File: config.mk
export PLATFORM = sky130hd
export DESIGN_NAME = bresenham_line
export DESIGN_NICKNAME = d
export VERILOG_FILES = /design/src/rtl/bresenham_line.sv
export SDC_FILE = /design/constraint.sdc
export NUM_CORES = 1
export LEC_CHECK = 0
export ABC_AREA = 1
export BUFFER_PORTS_ARGS = -buffer_cell sky130_fd_sc_hd__buf_2
export CAP_MARGIN = 20
export CORE_ASPECT_RATIO = 2
export CORE_UTILIZATION = 45
export DETAILED_ROUTE_END_ITERATION = 12
export HOLD_SLACK_MARGIN = 0.1
export MAX_ROUTING_LAYER = met4
export PLACE_DENSITY_LB_ADDON = 0.12
export SLEW_MARGIN = 15
export SYNTH_ARGS = -nofsm -noshare
export SYNTH_HDL_FRONTEND = slang
export SYNTH_SLANG_ARGS = --single-unit
File: constraint.sdc
create_clock -name clock -period 6.1 [get_ports clock]
set_input_delay 0.915 -clock clock [delete_from_list [all_inputs] [get_ports clock]]
set_output_delay 0.915 -clock clock [all_outputs]
set_load 0.005 [all_outputs]
File: src/rtl/bresenham_line.sv
// rtl/bresenham_line.sv - Bresenham line traversal engine streaming grid cells
// Latches a segment on start, then emits every cell from (x0,y0) to (x1,y1) over valid/ready.
module bresenham_line #(
  parameter int COORD_WIDTH = 16
) (
  input  logic                          clock,
  input  logic                          reset,
  input  logic                          start,
  input  logic signed [COORD_WIDTH-1:0] x0,
  input  logic signed [COORD_WIDTH-1:0] y0,
  input  logic signed [COORD_WIDTH-1:0] x1,
  input  logic signed [COORD_WIDTH-1:0] y1,
  output logic                          busy,
  output logic                          point_valid,
  input  logic                          point_ready,
  output logic signed [COORD_WIDTH-1:0] point_x,
  output logic signed [COORD_WIDTH-1:0] point_y,
  output logic                          point_last
);
  localparam int W = COORD_WIDTH;
  localparam logic [W-1:0] ONE = 1;

  typedef enum logic [1:0] {IDLE, SETUP, DRAW} state_t;
  state_t state, state_next;

  logic signed [W-1:0] lx0, ly0, lx1, ly1;
  logic signed [W-1:0] cur_x, cur_y;
  logic        [W:0]   dx;
  logic signed [W+1:0] dy, err;
  logic                sx_pos, sy_pos;

  logic signed [W:0]   diff_x, diff_y;
  logic        [W:0]   abs_x, abs_y;
  logic signed [W+2:0] e2, dx_wide, dy_wide;
  logic signed [W+1:0] dx_err, err_next;
  logic                step_x, step_y, at_end;

  // One extra bit keeps the endpoint difference exact across the full signed range.
  assign diff_x = {lx1[W-1], lx1} - {lx0[W-1], lx0};
  assign diff_y = {ly1[W-1], ly1} - {ly0[W-1], ly0};
  assign abs_x  = diff_x[W] ? -diff_x : diff_x;
  assign abs_y  = diff_y[W] ? -diff_y : diff_y;

  assign e2      = {err, 1'b0};
  assign dx_wide = {2'b00, dx};
  assign dy_wide = {dy[W+1], dy};
  assign dx_err  = {1'b0, dx};
  assign step_x  = (e2 >= dy_wide);
  assign step_y  = (e2 <= dx_wide);
  assign err_next = err + (step_x ? dy : '0) + (step_y ? dx_err : '0);
  assign at_end  = (cur_x == lx1) && (cur_y == ly1);

  always_ff @(posedge clock) begin
    if (reset) state <= IDLE;
    else       state <= state_next;
  end

  always_comb begin
    state_next  = state;
    busy        = 1'b0;
    point_valid = 1'b0;
    point_last  = 1'b0;
    point_x     = '0;
    point_y     = '0;
    case (state)
      IDLE:  if (start) state_next = SETUP;
      SETUP: begin
        busy       = 1'b1;
        state_next = DRAW;
      end
      DRAW: begin
        busy        = 1'b1;
        point_valid = 1'b1;
        point_last  = at_end;
        point_x     = cur_x;
        point_y     = cur_y;
        if (point_ready && at_end) state_next = IDLE;
      end
      default: state_next = IDLE;
    endcase
  end

  always_ff @(posedge clock) begin
    if (reset) begin
      cur_x <= '0;
      cur_y <= '0;
    end else begin
      case (state)
        IDLE: if (start) begin
          lx0 <= x0;
          ly0 <= y0;
          lx1 <= x1;
          ly1 <= y1;
        end
        SETUP: begin
          dx     <= abs_x;
          dy     <= -$signed({1'b0, abs_y});
          err    <= $signed({1'b0, abs_x}) - $signed({1'b0, abs_y});
          sx_pos <= (lx1 > lx0);
          sy_pos <= (ly1 > ly0);
          cur_x  <= lx0;
          cur_y  <= ly0;
        end
        DRAW: if (point_ready && !at_end) begin
          // Both axis decisions use the pre-step error term.
          err <= err_next;
          if (step_x) cur_x <= sx_pos ? cur_x + ONE : cur_x - ONE;
          if (step_y) cur_y <= sy_pos ? cur_y + ONE : cur_y - ONE;
        end
        default: ;
      endcase
    end
  end
endmodule

* Yosys cells after proc, flatten, opt, wreduce, memory -nomap -nowiden
Cells that the tools add are included.
** Storage, ports and cells
- Flip-flop bits (word level) :: 153
- Input bits :: 68
- Logic and storage cells :: 73
** Operators by class
- $add $sub $neg :: 12
- Magnitude comparators :: 4
- Equality and inequality tests :: 9
- Muxes and demuxes :: 22
- Bitwise gates (word level) :: 1
- Reduce and logical (&&, ||, !) cells :: 13
** Operators with widths (count)
- 2-to-1 mux 16 bit :: 8
- case mux 16 bit (2 select lines) :: 2
- 2-to-1 mux 17 bit :: 3
- 2-to-1 mux 18 bit :: 2
- case mux 18 bit (2 select lines) :: 1
- negation 17 bit :: 2
- subtractor 16 x 16 -> 17 bit :: 2
- adder 16 x 1 -> 16 bit, second input constant :: 2
- equality test 16 bit :: 2
- greater-than comparator 16 bit :: 2
- subtractor 16 x 1 -> 16 bit, second input constant :: 2
- greater-or-equal comparator 19 x 18 -> 1 bit :: 1
- <= comparator 19 x 18 -> 1 bit :: 1
- adder 18 x 17 -> 18 bit :: 1
- adder 18 bit :: 1
- negation 17 -> 18 bit :: 1
- subtractor 17 x 17 -> 18 bit :: 1
- AND reduction 3 bit :: 4
- inequality test 2 bit, second input constant :: 5
- case mux 2 bit (3 select lines) :: 1
- 2-to-1 mux 2 bit :: 2
- AND reduction 2 bit :: 2
- logical AND 1 bit :: 3
- 2-to-1 mux 1 bit :: 3
- 7 further kinds :: 7

* Logic depth before layout (Yosys ltp)
- Word-level depth :: 6
- Gate-level depth with buffers :: 32
- Gate-level depth less buffers :: 31

* Worst setup path before layout
No wires, ideal clock.
- Path kind :: register to register
- Start :: reg lx1[0]
- End :: reg err[14], data pin
- Arrival time :: 4.210 ns
- Required time :: 5.842 ns
- Setup slack :: 1.632 ns
- Stages on the path, launching flop included :: 33
- Buffers on the path :: 1
- Period minus slack after synthesis :: 4.468 ns
- Cell sequence :: edfxtp_1 > inv_1 > ha_1 > inv_1 > fa_1 > nand3_1 > nand3_1 > nand3_1 > nand4_1 > a21oi_1 > or2_2 > nand2_1 > inv_1 > clkbuf_1 > nand2_1 > o21ai_0 > inv_1 > fa_1 > inv_1 > nand2_1 > nand2_1 > o21ai_0 > o21a_1 > o21ai_0 > nand3_1 > nand2_1 > nand3_1 > nand2_1 > nand2_1 > nand2_1 > a21oi_1 > o21ai_0 > nand2_1
** On the way
- Longest elaborated chain between the ends :: 5
** RTL lines
- from (decl) :: line 26 : logic signed [W-1:0] lx0, ly0, lx1, ly1;
- from (signal assigned) :: line 92 : lx1 <= x1;
- subtractor 16 x 16 -> 17 bit (*) :: line 39 : assign diff_x = {lx1[W-1], lx1} - {lx0[W-1], lx0};
- negation 17 bit :: line 41 : assign abs_x = diff_x[W] ? -diff_x : diff_x;
- 2-to-1 mux 17 bit (*) :: line 41
- via abs_x[1] :: line 33 : logic [W:0] abs_x, abs_y;
- subtractor 17 x 17 -> 18 bit (*) :: line 98 : err <= $signed({1'b0, abs_x}) - $signed({1'b0, abs_y});
- case mux 18 bit (2 select lines) (*) :: line 88 : case (state)
- to (signal assigned) :: line 98
- to (signal assigned) :: line 106 : err <= err_next;
- to (decl) :: line 29 : logic signed [W+1:0] dy, err;
Mark *: on every way through the listed nets, which the timed path passes. The rest lies on a longest branch.
A chain may end at the register's enable or synchronous reset.

* Worst setup path in the final report
- Start :: reg err[17]
- End :: reg err[15], data pin
** On the way
- Longest elaborated chain between the ends :: 6
** RTL lines
- greater-or-equal comparator 19 x 18 -> 1 bit :: line 48 : assign step_x = (e2 >= dy_wide);
- 2-to-1 mux 18 bit :: line 50 : assign err_next = err + (step_x ? dy : '0) + (step_y ? dx_err : '0);
- adder 18 bit :: line 50
- adder 18 x 17 -> 18 bit (*) :: line 50
- 2-to-1 mux 18 bit (*) :: line 104 : DRAW: if (point_ready && !at_end) begin
- case mux 18 bit (2 select lines) (*) :: line 88
Mark *: on every way between the ends. The rest lies on a longest branch, timed or not. The select of a mux whose other input is x is not followed.

==> flow_summary.toml <==
[status]
status = "finished clean"

[route]
initialDrtViolationCount = 519
via_per_inst = 5.27
vias = 12000
wl_per_cell_um = 16.8
post-route-drc-count = 0
drt_first_pass_iters = 5
drt-total-wl_mm = 38.2
final_antenna_net_count = 0

[critical_path]
crit_type = "flop to flop"
crit_slowest_cell = "nor4_1"
rr_worst_depth = 27
worst_ep_required_time_ns = 6.32
critPathMaxFanout = 4
cpPeakStageDelay_ns = 0.76
start_kind = "flop"
reg2reg_to = "err[15]"
crit_arrival_ns = 5.72
r2r_slack_ns = 0.60
cpMostUsedCell = "nand2_1"
reg2reg_from = "err[17]"
end_kind = "flop"

[synth]
synth_top_area_cell = "edfxtp_1"
ys_warn_count = 0
seq_area_frac_synth = 0.317
synth_area_um2 = 13400
async_reset_ff_frac = 0
ys_top_cells_by_count = "421 x nand2_1, 272 x inv_1, 147 x nor2_1"
netlist_instances = 1789
synth_area_leaders = "edfxtp_1 27%, ha_1 13%, nand2_1 12%"
ys.flop_type = "edfxtp_1"
synth_most_common_cell = "nand2_1"
syn-num-nets = 2016
synth-edff-count = 119
synth_cell_types = 53
synth.top_cell.area_share = 0.266
syn_area_per_cell_um2 = 7.50
ys_ff_latch = 153

[global_routing]
track_usage = 0.270
gr-total-overflow = 0
grt_pass1_vias = 12200
grt_max_degree = 78
antenna_found_initial = 0
grt_pass1_wl_mm = 60.2

[sta]
timing.hold.ws_ns = 0.530
finalSetupViolCount = 0
max_freq_mhz = 182
slew_violations = 0
skew_ns = 0.0137
timing.final.crit_share = 0.901
maxSlewHeadroom = 0.279
period_minus_slack_ns = 5.50
worst_pin_slew_ns = 1.08
rsz0062_at_grt = "no"
finalSetupTns_ns = 0
hold_viol = 0

[power]
peakVddDrop_v = 0.000301
power.density_nw_per_um2 = 609
power.leakage_nw = 7.50

[placed_design]
gp_congestion = 0.927
dpl.hpwl_mm = 30.9
place_area_um2 = 14400
port_buffers = 102
place_inst = 2240

[clock_network]
cts_buffer_depth = 2
cts_tree = "done"
h-tree-depth = 4
cts-root-buf = "clkbuf_16"
worstSkewPairLatency_ns = 0.47
path_clk_slew_ns = 0.07
cts_setup_buffers = 0
cts.sinks = 153
cts_hold_buf = 0
cts_made_buffers = 17
ctsResizeCount = 0

[floorplanning]
start_util = 0.456
die_w_um = 124
rows = 89
core_um2 = 29400
pin_count = 103
die_area_um2 = 30600
die_y_um = 246

[finish]
seqCellArea_um2 = 4250
nFillCells = 3046
fin_cells = 2272
finish.utilization = 0.510
drive_gt1_frac = 0.109
stdcell_area_um2 = 15000
diodes = 0
multi_input_area_um2 = 8010
area_delta_synth_final_pct = 11.7
nets = 2122

[worst_hold_path]
hold_path_class = "flop to flop"
hold_end = "cur_x[7]"
min_from = "cur_x[7]"
hold_depth = 2

[flow_run]
max_cap_violations = 0
==> registers in the layout (all words and copies together) (netlist names) <==
register and flops:
cur_x 16, sx_pos 1, dx 17, err 18
lx1 16, dy 18, cur_y 16, sy_pos 1
ly0 16, lx0 16, state 2, ly1 16
==> per-layer routing <==
metal	wire, um	GRT usage	part of all wire	vias up
met1	14000	0.254	0.37	5479
met4	2030	0.150	0.053	0
li1	-	-	-	6130
met2	21000	0.508	0.55	272
met5	0	-	0	-
met3	1050	0.0343	0.027	103
==> where the power goes <==
part           switching, mW  internal [mW]  total, mW
clock                  0.484          0.650       1.13
combinational           3.95           2.19       6.13
sequential             0.267           1.59       1.86
==> critical path, delay by kind of cell (launching register included) <==
family	cells	cell delay, ns
DFF	1	0.45
adders and majority gates	4	1.43
and+or+nand+nor	15	2.10
buffers and inverters	4	0.43
AOI/OAI and AO/OA	4	0.82
==> placed cells by master, fill, tap and decap left out, drive strengths merged, types with 34 or more instances in the layout <==
cell type	n
buf	115
nor2	158
dfxtp	34
nand3	102
edfxtp	119
xor2	49
inv	284
o21ai	121
ha	136
nand2	438
a21oi	137
xnor2	36
==> how the worst max path moves through the flow <==
stage | to | cells after the start | start
after global routing | err[15] | 28 | dy[17]
after global placement | err[15] | 27 | err[17]
after CTS | err[15] | 26 | err[17]
final | err[15] | 27 | err[17]
after detailed placement | err[15] | 27 | err[17]
after floorplan | err[14] | 32 | lx1[0]
==> stage by stage <==
stage                     power, mW  setup slack, ns
after floorplan                6.24             1.63
after global routing           9.97            0.237
after CTS                      9.13            0.658
final                          9.12            0.604
after detailed placement       7.97            0.658
after global placement         7.90            0.719
==> final cells by class <==
class,count,share of cell area
Multi-Input combinational cell,1330,0.534
Sequential cell,153,0.284
Inverter,278,0.0696
Timing Repair Buffer,115,0.0419
Tap cell,364,0.0304
Clock buffer,20,0.0291
Clock inverter,12,0.0108
==> cells by family after synthesis <==
| family | after synthesis | synth area share |
|---|---|---|
| AOI/OAI and AO/OA | 317 | 0.132 |
| xor gates and xnor gates | 85 | 0.0566 |
| adders and majority gates | 159 | 0.161 |
| buffers and inverters | 306 | 0.0878 |
| DFF | 153 | 0.317 |
| muxes | 1 | 0.000746 |
| and+or+nand+nor | 768 | 0.244 |
Note: power is estimated with default switching activity, not from simulation.
